===== src/rtl/hazard_unit.sv =====
// rtl/hazard_unit.sv - P6 pipeline stall and forwarding-select controller.
// Optional MDU busy interlock: MDU_STALL_EN.
module hazard_unit #(
  parameter int MULT_CYCLES = 5,
  parameter int DIV_CYCLES  = 10
) (
  input  logic       clk,
  input  logic       reset,
  input  logic [4:0] d_rs,
  input  logic [4:0] d_rt,
  input  logic [4:0] d_a3,
  input  logic [1:0] d_kind,
  input  logic [1:0] d_tuse_rs,
  input  logic [1:0] d_tuse_rt,
  input  logic       d_md_use,
  input  logic [1:0] d_md_op,
  output logic       stall,
  output logic [2:0] cmpa_for,
  output logic [2:0] cmpb_for,
  output logic [2:0] ra_for,
  output logic [2:0] alua_for,
  output logic [2:0] alub_for,
  output logic [2:0] dmwd_for
);

  localparam logic [1:0] K_ALU  = 2'b00;
  localparam logic [1:0] K_LOAD = 2'b01;
  localparam logic [1:0] K_LINK = 2'b10;
  localparam logic [1:0] K_MDM  = 2'b11;

  logic [4:0] e_rs_q, e_rt_q, e_a3_q, m_rt_q, m_a3_q, w_a3_q;
  logic [4:0] e_rs_d, e_rt_d, e_a3_d;
  logic [1:0] e_kind_q, m_kind_q, w_kind_q, e_kind_d;
  logic       md_stall;

  function automatic logic [1:0] tnew_e(input logic [1:0] kind);
    case (kind)
      K_LOAD:  return 2'd2;
      K_LINK:  return 2'd0;
      default: return 2'd1;
    endcase
  endfunction

  // Only a load still in M has a nonzero Tnew (1), so it blocks Tuse 0 alone.
  function automatic logic reg_stall(input logic [4:0] src, input logic [1:0] tuse,
                                     input logic [4:0] ea3, input logic [1:0] ekind,
                                     input logic [4:0] ma3, input logic [1:0] mkind);
    logic hit_e, hit_m;
    hit_e = (src == ea3) && (tnew_e(ekind) > tuse);
    hit_m = (src == ma3) && (mkind == K_LOAD) && (tuse == 2'd0);
    return (tuse != 2'd3) && (src != 5'd0) && (hit_e || hit_m);
  endfunction

  function automatic logic [2:0] m_code(input logic [1:0] kind);
    case (kind)
      K_ALU:   return 3'b001;
      K_MDM:   return 3'b011;
      K_LINK:  return 3'b101;
      default: return 3'b000;
    endcase
  endfunction

  function automatic logic [2:0] d_fwd(input logic [4:0] src,
                                       input logic [4:0] ea3, input logic [1:0] ekind,
                                       input logic [4:0] ma3, input logic [1:0] mkind,
                                       input logic [4:0] wa3, input logic [1:0] wkind);
    if (src == 5'd0)      return 3'b000;
    else if (src == ea3)  return (ekind == K_LINK) ? 3'b100 : 3'b000;
    else if (src == ma3)  return m_code(mkind);
    else if (src == wa3)  return (wkind == K_LINK) ? 3'b110 : 3'b000;
    else                  return 3'b000;
  endfunction

  // The M producer is the newest value for an E consumer, even when it is a load.
  function automatic logic [2:0] e_fwd(input logic [4:0] src,
                                       input logic [4:0] ma3, input logic [1:0] mkind,
                                       input logic [4:0] wa3);
    if (src == 5'd0)      return 3'b000;
    else if (src == ma3)  return m_code(mkind);
    else if (src == wa3)  return 3'b010;
    else                  return 3'b000;
  endfunction

`ifdef MDU_STALL_EN
  logic [1:0] e_md_q, e_md_d;
  logic [3:0] md_cnt_q, md_cnt_d;

  always_comb begin
    md_cnt_d = md_cnt_q;
    if (e_md_q == 2'b01)       md_cnt_d = 4'(MULT_CYCLES);
    else if (e_md_q != 2'b00)  md_cnt_d = 4'(DIV_CYCLES);
    else if (md_cnt_q != 4'd0) md_cnt_d = md_cnt_q - 4'd1;
    md_stall = d_md_use && ((e_md_q != 2'b00) || (md_cnt_q != 4'd0));
    e_md_d   = stall ? 2'b00 : d_md_op;
  end

  always_ff @(posedge clk) begin
    if (reset) begin
      e_md_q   <= 2'b00;
      md_cnt_q <= 4'd0;
    end else begin
      e_md_q   <= e_md_d;
      md_cnt_q <= md_cnt_d;
    end
  end
`else
  logic unused_md;
  assign unused_md = ^{d_md_use, d_md_op};
  assign md_stall  = 1'b0;
`endif

  always_comb begin
    stall = reg_stall(d_rs, d_tuse_rs, e_a3_q, e_kind_q, m_a3_q, m_kind_q)
          | reg_stall(d_rt, d_tuse_rt, e_a3_q, e_kind_q, m_a3_q, m_kind_q)
          | md_stall;
    cmpa_for = d_fwd(d_rs, e_a3_q, e_kind_q, m_a3_q, m_kind_q, w_a3_q, w_kind_q);
    cmpb_for = d_fwd(d_rt, e_a3_q, e_kind_q, m_a3_q, m_kind_q, w_a3_q, w_kind_q);
    ra_for   = cmpa_for;
    alua_for = e_fwd(e_rs_q, m_a3_q, m_kind_q, w_a3_q);
    alub_for = e_fwd(e_rt_q, m_a3_q, m_kind_q, w_a3_q);
    dmwd_for = ((m_rt_q != 5'd0) && (m_rt_q == w_a3_q)) ? 3'b010 : 3'b000;
    e_rs_d   = stall ? 5'd0 : d_rs;
    e_rt_d   = stall ? 5'd0 : d_rt;
    e_a3_d   = stall ? 5'd0 : d_a3;
    e_kind_d = stall ? K_ALU : d_kind;
  end

  always_ff @(posedge clk) begin
    if (reset) begin
      e_rs_q   <= 5'd0;
      e_rt_q   <= 5'd0;
      e_a3_q   <= 5'd0;
      e_kind_q <= K_ALU;
      m_rt_q   <= 5'd0;
      m_a3_q   <= 5'd0;
      m_kind_q <= K_ALU;
      w_a3_q   <= 5'd0;
      w_kind_q <= K_ALU;
    end else begin
      e_rs_q   <= e_rs_d;
      e_rt_q   <= e_rt_d;
      e_a3_q   <= e_a3_d;
      e_kind_q <= e_kind_d;
      m_rt_q   <= e_rt_q;
      m_a3_q   <= e_a3_q;
      m_kind_q <= e_kind_q;
      w_a3_q   <= m_a3_q;
      w_kind_q <= m_kind_q;
    end
  end

endmodule


===== config.mk =====
export PLATFORM = sky130hd
export DESIGN_NAME = hazard_unit
export DESIGN_NICKNAME = d
export VERILOG_FILES = /design/src/rtl/hazard_unit.sv
export SDC_FILE = /design/constraint.sdc
export NUM_CORES = 1
export LEC_CHECK = 0
export CAP_MARGIN = 20
export CORE_MARGIN = 2
export CORE_UTILIZATION = 47
export CTS_CLUSTER_SIZE = 30
export DETAILED_ROUTE_END_ITERATION = 10
export GPL_ROUTABILITY_DRIVEN = 0
export PLACE_DENSITY = 0.77
export RECOVER_POWER = 25
export REMOVE_ABC_BUFFERS = 1
export SLEW_MARGIN = 40
export SYNTH_ARGS = -nofsm -noshare
export SYNTH_HDL_FRONTEND = slang
export SYNTH_SLANG_ARGS = --single-unit
export TNS_END_PERCENT = 30

===== constraint.sdc =====
create_clock -name clk -period 2.1 [get_ports clk]
set_input_delay 0.42 -clock clk [delete_from_list [all_inputs] [get_ports clk]]
set_output_delay 0.42 -clock clk [all_outputs]
set_load 0.02 [all_outputs]

After elaboration in Yosys (flattened, before gate mapping)

Cells that the tools add are included.

Bits in registers: 36
Latch bits: 0
RAM bits: 0
ROM bits: 0
Output and inout bits: 19
Word-level logic and storage cells: 74
Memories kept: 0

$add $sub $neg: 0
Multipliers: 0
Div/mod/pow operators: 0
$lt $le $gt $ge: 2
Equal/unequal tests: 19
Shifts and indexed selects: 0
Multiplexer cells: 19
Bitwise logic cells: 1
Reduce and logical (&&, ||, !) cells: 24

Operators by type and width:

| kind                                           | number |
|---|---|
| == test 5 bit                                  | 11 |
| two-way mux 3 bit                              | 14 |
| zero test 5 bit                                | 4 |
| nonzero test 5 bit                             | 3 |
| logical AND 1 bit                              | 11 |
| case mux 3 bit (3 select lines)                | 1 |
| == test 2 bit (second input constant)          | 4 |
| zero test 2 bit                                | 3 |
| two-way mux 2 bit                              | 3 |
| == test 2 x 1 -> 1 bit (second input constant) | 2 |
| greater-than comparator 2 bit                  | 2 |
| inequality test 2 bit (second input constant)  | 2 |
| case mux 2 bit (2 select lines)                | 1 |
| logical OR 1 bit                               | 2 |
| OR reduction 2 bit                             | 1 |
| OR 1 bit                                       | 1 |

Depth between registers and ports, before layout

Word-level depth: 8
Depth in mapped cells: 10

Worst setup path before layout

OpenSTA, ideal clock, no wires.

Path kind: reg2out
Start point: register w_a3_q[4]
End point: output ra_for[2]
Arrival time: 1.921 ns
Setup slack: -0.241 ns
Cell stages (with the launch flop): 8
Buffers on the path: 2
Cell sequence: dfxtp_1 -> clkbuf_1 -> xor2_1 -> nor4_1 -> nand3_1 -> mux2_2 -> a21oi_1 -> buf_4

Longest elaborated chain between the ends: 5

RTL lines:

| element                  | RTL line | text |
|---|---|---|
| start: declaration       | 31       | `logic [4:0] e_rs_q, e_rt_q, e_a3_q, m_rt_q, m_a3_q, w_a3_q;` |
| start signal: assignment | 147      | `w_a3_q <= m_a3_q;` |
| == test 5 bit            | 70       | `else if (src == wa3) return (wkind == K_LINK) ? 3'b110 : 3'b000;` |
| two-way mux 3 bit        | 70       |  |
| two-way mux 3 bit        | 69       | `else if (src == ma3) return m_code(mkind);` |
| two-way mux 3 bit        | 68       | `else if (src == ea3) return (ekind == K_LINK) ? 3'b100 : 3'b000;` |
| two-way mux 3 bit        | 67       | `if (src == 5'd0) return 3'b000;` |
| end: declaration         | 20       | `output logic [2:0] ra_for,` |

Every way passes these cells.

Final worst setup path

Start point: register e_kind_q[1]
End point: output stall

Longest elaborated chain between the ends: 7

RTL lines:

| element                                                        | RTL line | text |
|---|---|---|
| start: declaration                                             | 33       | `logic [1:0] e_kind_q, m_kind_q, w_kind_q, e_kind_d;` |
| start signal: assignment                                       | 143      | `e_kind_q <= e_kind_d;` |
| == test 2 bit / == test 2 x 1 -> 1 bit (equally long branches) | 37       | `case (kind)` |
| case mux 2 bit (2 select lines) *                              | 37       |  |
| greater-than comparator 2 bit                                  | 49       | `hit_e = (src == ea3) && (tnew_e(ekind) > tuse);` |
| logical AND 1 bit                                              | 49       |  |
| logical OR 1 bit                                               | 51       | `return (tuse != 2'd3) && (src != 5'd0) && (hit_e \|\| hit_m);` |
| logical AND 1 bit                                              | 51       |  |
| OR 1 bit *                                                     | 114      | `\| reg_stall(d_rt, d_tuse_rt, e_a3_q, e_kind_q, m_a3_q, m_kind_q)` |
| end: declaration                                               | 17       | `output logic stall,` |

Every way passes the cells marked *; elsewhere a longest branch is shown, timed or not.

==> run metrics <==
final worst slack -0.540 ns; most frequent CP cell ha_4; DRT iter0 DRCs 110; crit-path cells inv_2 -> ha_4 -> ha_4 -> nor2b_4 -> a2bb2oi_2 -> nand4_1 -> a221oi_4 -> or2_1 -> buf_6; max frequency 379 MHz; worst path arrival time 2.22 ns; CP endpoint kind primary output; register clock-pin slew on the reported worst setup and hold paths 0.07 ns; yosys warns 0; Filler cells 320; status complete, but fails checks; CP max stage delay 0.36 ns; Hold Fails Final Rpt 0; Ant. Diodes 0; layout cells sized above 1 49.5%; fin util 70.8%; count of final max-slew check failures 0; Seq cells post-synth 36; Max-cap violations 0; Final min period 2.64 ns; Mapped Area 2270 um^2; slowest CP cell dfxtp_2; Rows 25; grt total ovfl 0; Worst Path Required 1.68 ns; Die W 73.5 um; Synth area leader dfxtp_1; sequential area share after synthesis 31.8%; Root Buffer clkbuf_8; total CTS buffers 5; P&R area growth vs syn 46.4%; Cell variety after synth 36; largest net degree at the start of global routing 37; top cell type's share of synthesized area 31.8%; first-pass GRT wire length 10300 um; Rel. slew slack 40.4%; worst-path fanout max 2; Crit Path Category reg -> out; vias per cell 5.50; via count 2028; H-Tree Depth 2; final hold slack 0.451 ns; Worst-Skew Late Latency 0.29 ns; worst-margin pin slew 0.893 ns; Vert. Die Dim 73.5 um; drt pass-1 iters 5; most frequent cells in the layout buf_4, xor2_1, dfxtp_1; Syn Inst Count 242; Primary FF master, synth dfxtp_1; most common cell after layout, fill and taps aside buf_4; initial core utilization 48.3%; fraction of registers with async set/reset 0%; failing checks negative setup slack; syn avg cell area 9.37 um^2; DRC 0; global-route usage over all layers 25.6%; Core ar. 4690 um^2; CTS tree yes; I/O Buffers 39; ANT nets after route 0; LEAKAGE 1.42 nW; pwr/cell area 526 nW/um^2; VDD IR max 0.423 mV; Area contributors post-synth dfxtp_1, xor2_1, xnor2_1, nor4b_2, nor2b_1; final worst-path cycle share 126%; initial antenna violation count 0; DRT Wirelength 6820 um; wire per inst 18.5 um; CTS max path bufs 2; worst hold path type in -> reg; crit start category flip-flop; flop2flop setup slack -0.14 ns; vias in the first global route 2152; cts-stage hold buffer count 0; Setup Viol. Count Final 28; Ports 45; Die ar. 5400 um^2; Post-synth EDFFs 0; RSZ-0062 raised after global routing true; hpwl dp 4320 um; Final nets 346; Worst Skew 0.00842 ns; TritonCTS sink count 36
==> sequential cells by signal, indices dropped and copies added, names as in the netlist, 5 cells and up <==
name    cells
m_a3_q      5
e_rt_q      5
m_rt_q      5
w_a3_q      5
e_a3_q      5
e_rs_q      5
==> worst max-delay path, delay by kind of cell, from the launching register on <==
| family | cells | cell delay (ns) |
|---|---|---|
| AND/OR/NAND/NOR | 3 | 0.48 |
| adder cells (fa/ha/maj) | 2 | 0.44 |
| flip-flops | 1 | 0.36 |
| AO/OA/AOI/OAI | 2 | 0.46 |
| buffers and inverters | 2 | 0.18 |
==> where the power goes <==
part	total, W	switching (W)	internal (W)
combinational	0.000483	0.000237	0.000247
sequential	0.000749	0.0000368	0.000713
clock	0.000515	0.000249	0.000266
total	0.00175	0.000522	0.00123
==> synthesized netlist by cell type, drive strengths merged, types with 5 or more instances <==
library cell	count
xor2	34
xnor2	20
clkbuf	8
ha	6
nor4b	17
nand2	7
nor2	20
nand3	8
nor2b	21
nand4	5
inv	5
dfxtp	36
a21oi	5
buf	15
nor3	11
==> logic make-up (layout without fill, tap and decap cells) <==
group,count (synthesis),count (layout),share of synthesized area (%)
AOI/OAI and AO/OA,13,13,5.18
xor gates and xnor gates,54,54,20.8
adders and majority gates,6,6,3.31
buffers and inverters,28,100,7.34
DFF,36,36,31.8
muxes,6,6,2.81
other,1,2,0.165
and+or+nand+nor,98,98,28.6
==> final timing paths <==
kind,from,endpoint,cells after the start
setup / recovery,e_kind_q[1],stall,9
hold / removal,d_rs[3],e_rs_q[3],2
setup reg to reg,e_kind_q[1],e_rs_q[0],9
hold reg to reg,e_a3_q[1],m_a3_q[1],1
==> through the flow <==
step / TNS [ns] / cells / worst slack, ns / power (W) / cell area [um^2]
finish: -4.77 / 369 / -0.540 / 0.00175 / 3320
global route: -6.24 / 369 / -0.578 / 0.00182 / 3320
CTS: -2.27 / 369 / -0.497 / 0.00172 / 3190
detailed placement: -19.16 / 358 / -1.08 / 0.00117 / 2930
global placement: -18.13 / 358 / -1.05 / 0.00115 / 2930
floorplan: -2.20 / 220 / -0.539 / 0.000962 / 2120
==> routing by layer <==
layer  global-route usage (%)  share of wire [%]  vias to the layer above
li1                         -                  -                      947
met1                     28.3                 38                      943
met2                     46.0                 52                      104
met3                     5.90                6.5                       34
met4                     11.9                4.0                        0
met5                        0                  0                        -
==> cell type report <==
cell class,instances,area (um^2),share of cell area [%]
tap,54,67.6,2.03
clock inverter,1,7.51,0.226
multi-input combinational,179,1660,50.0
timing repair buffer,87,731,22.0
inverter,5,18.8,0.565
sequential,36,748,22.5
clock buffer,7,86.3,2.60
==> repair_timing <==
action / in CTS / in global routing
pin swaps: 26 / 21
endpoints found under the setup margin: 34 / 34
setup buffers: 3 / 1
gates resized for setup: 161 / 43
(Power assumes the default switching activity.)
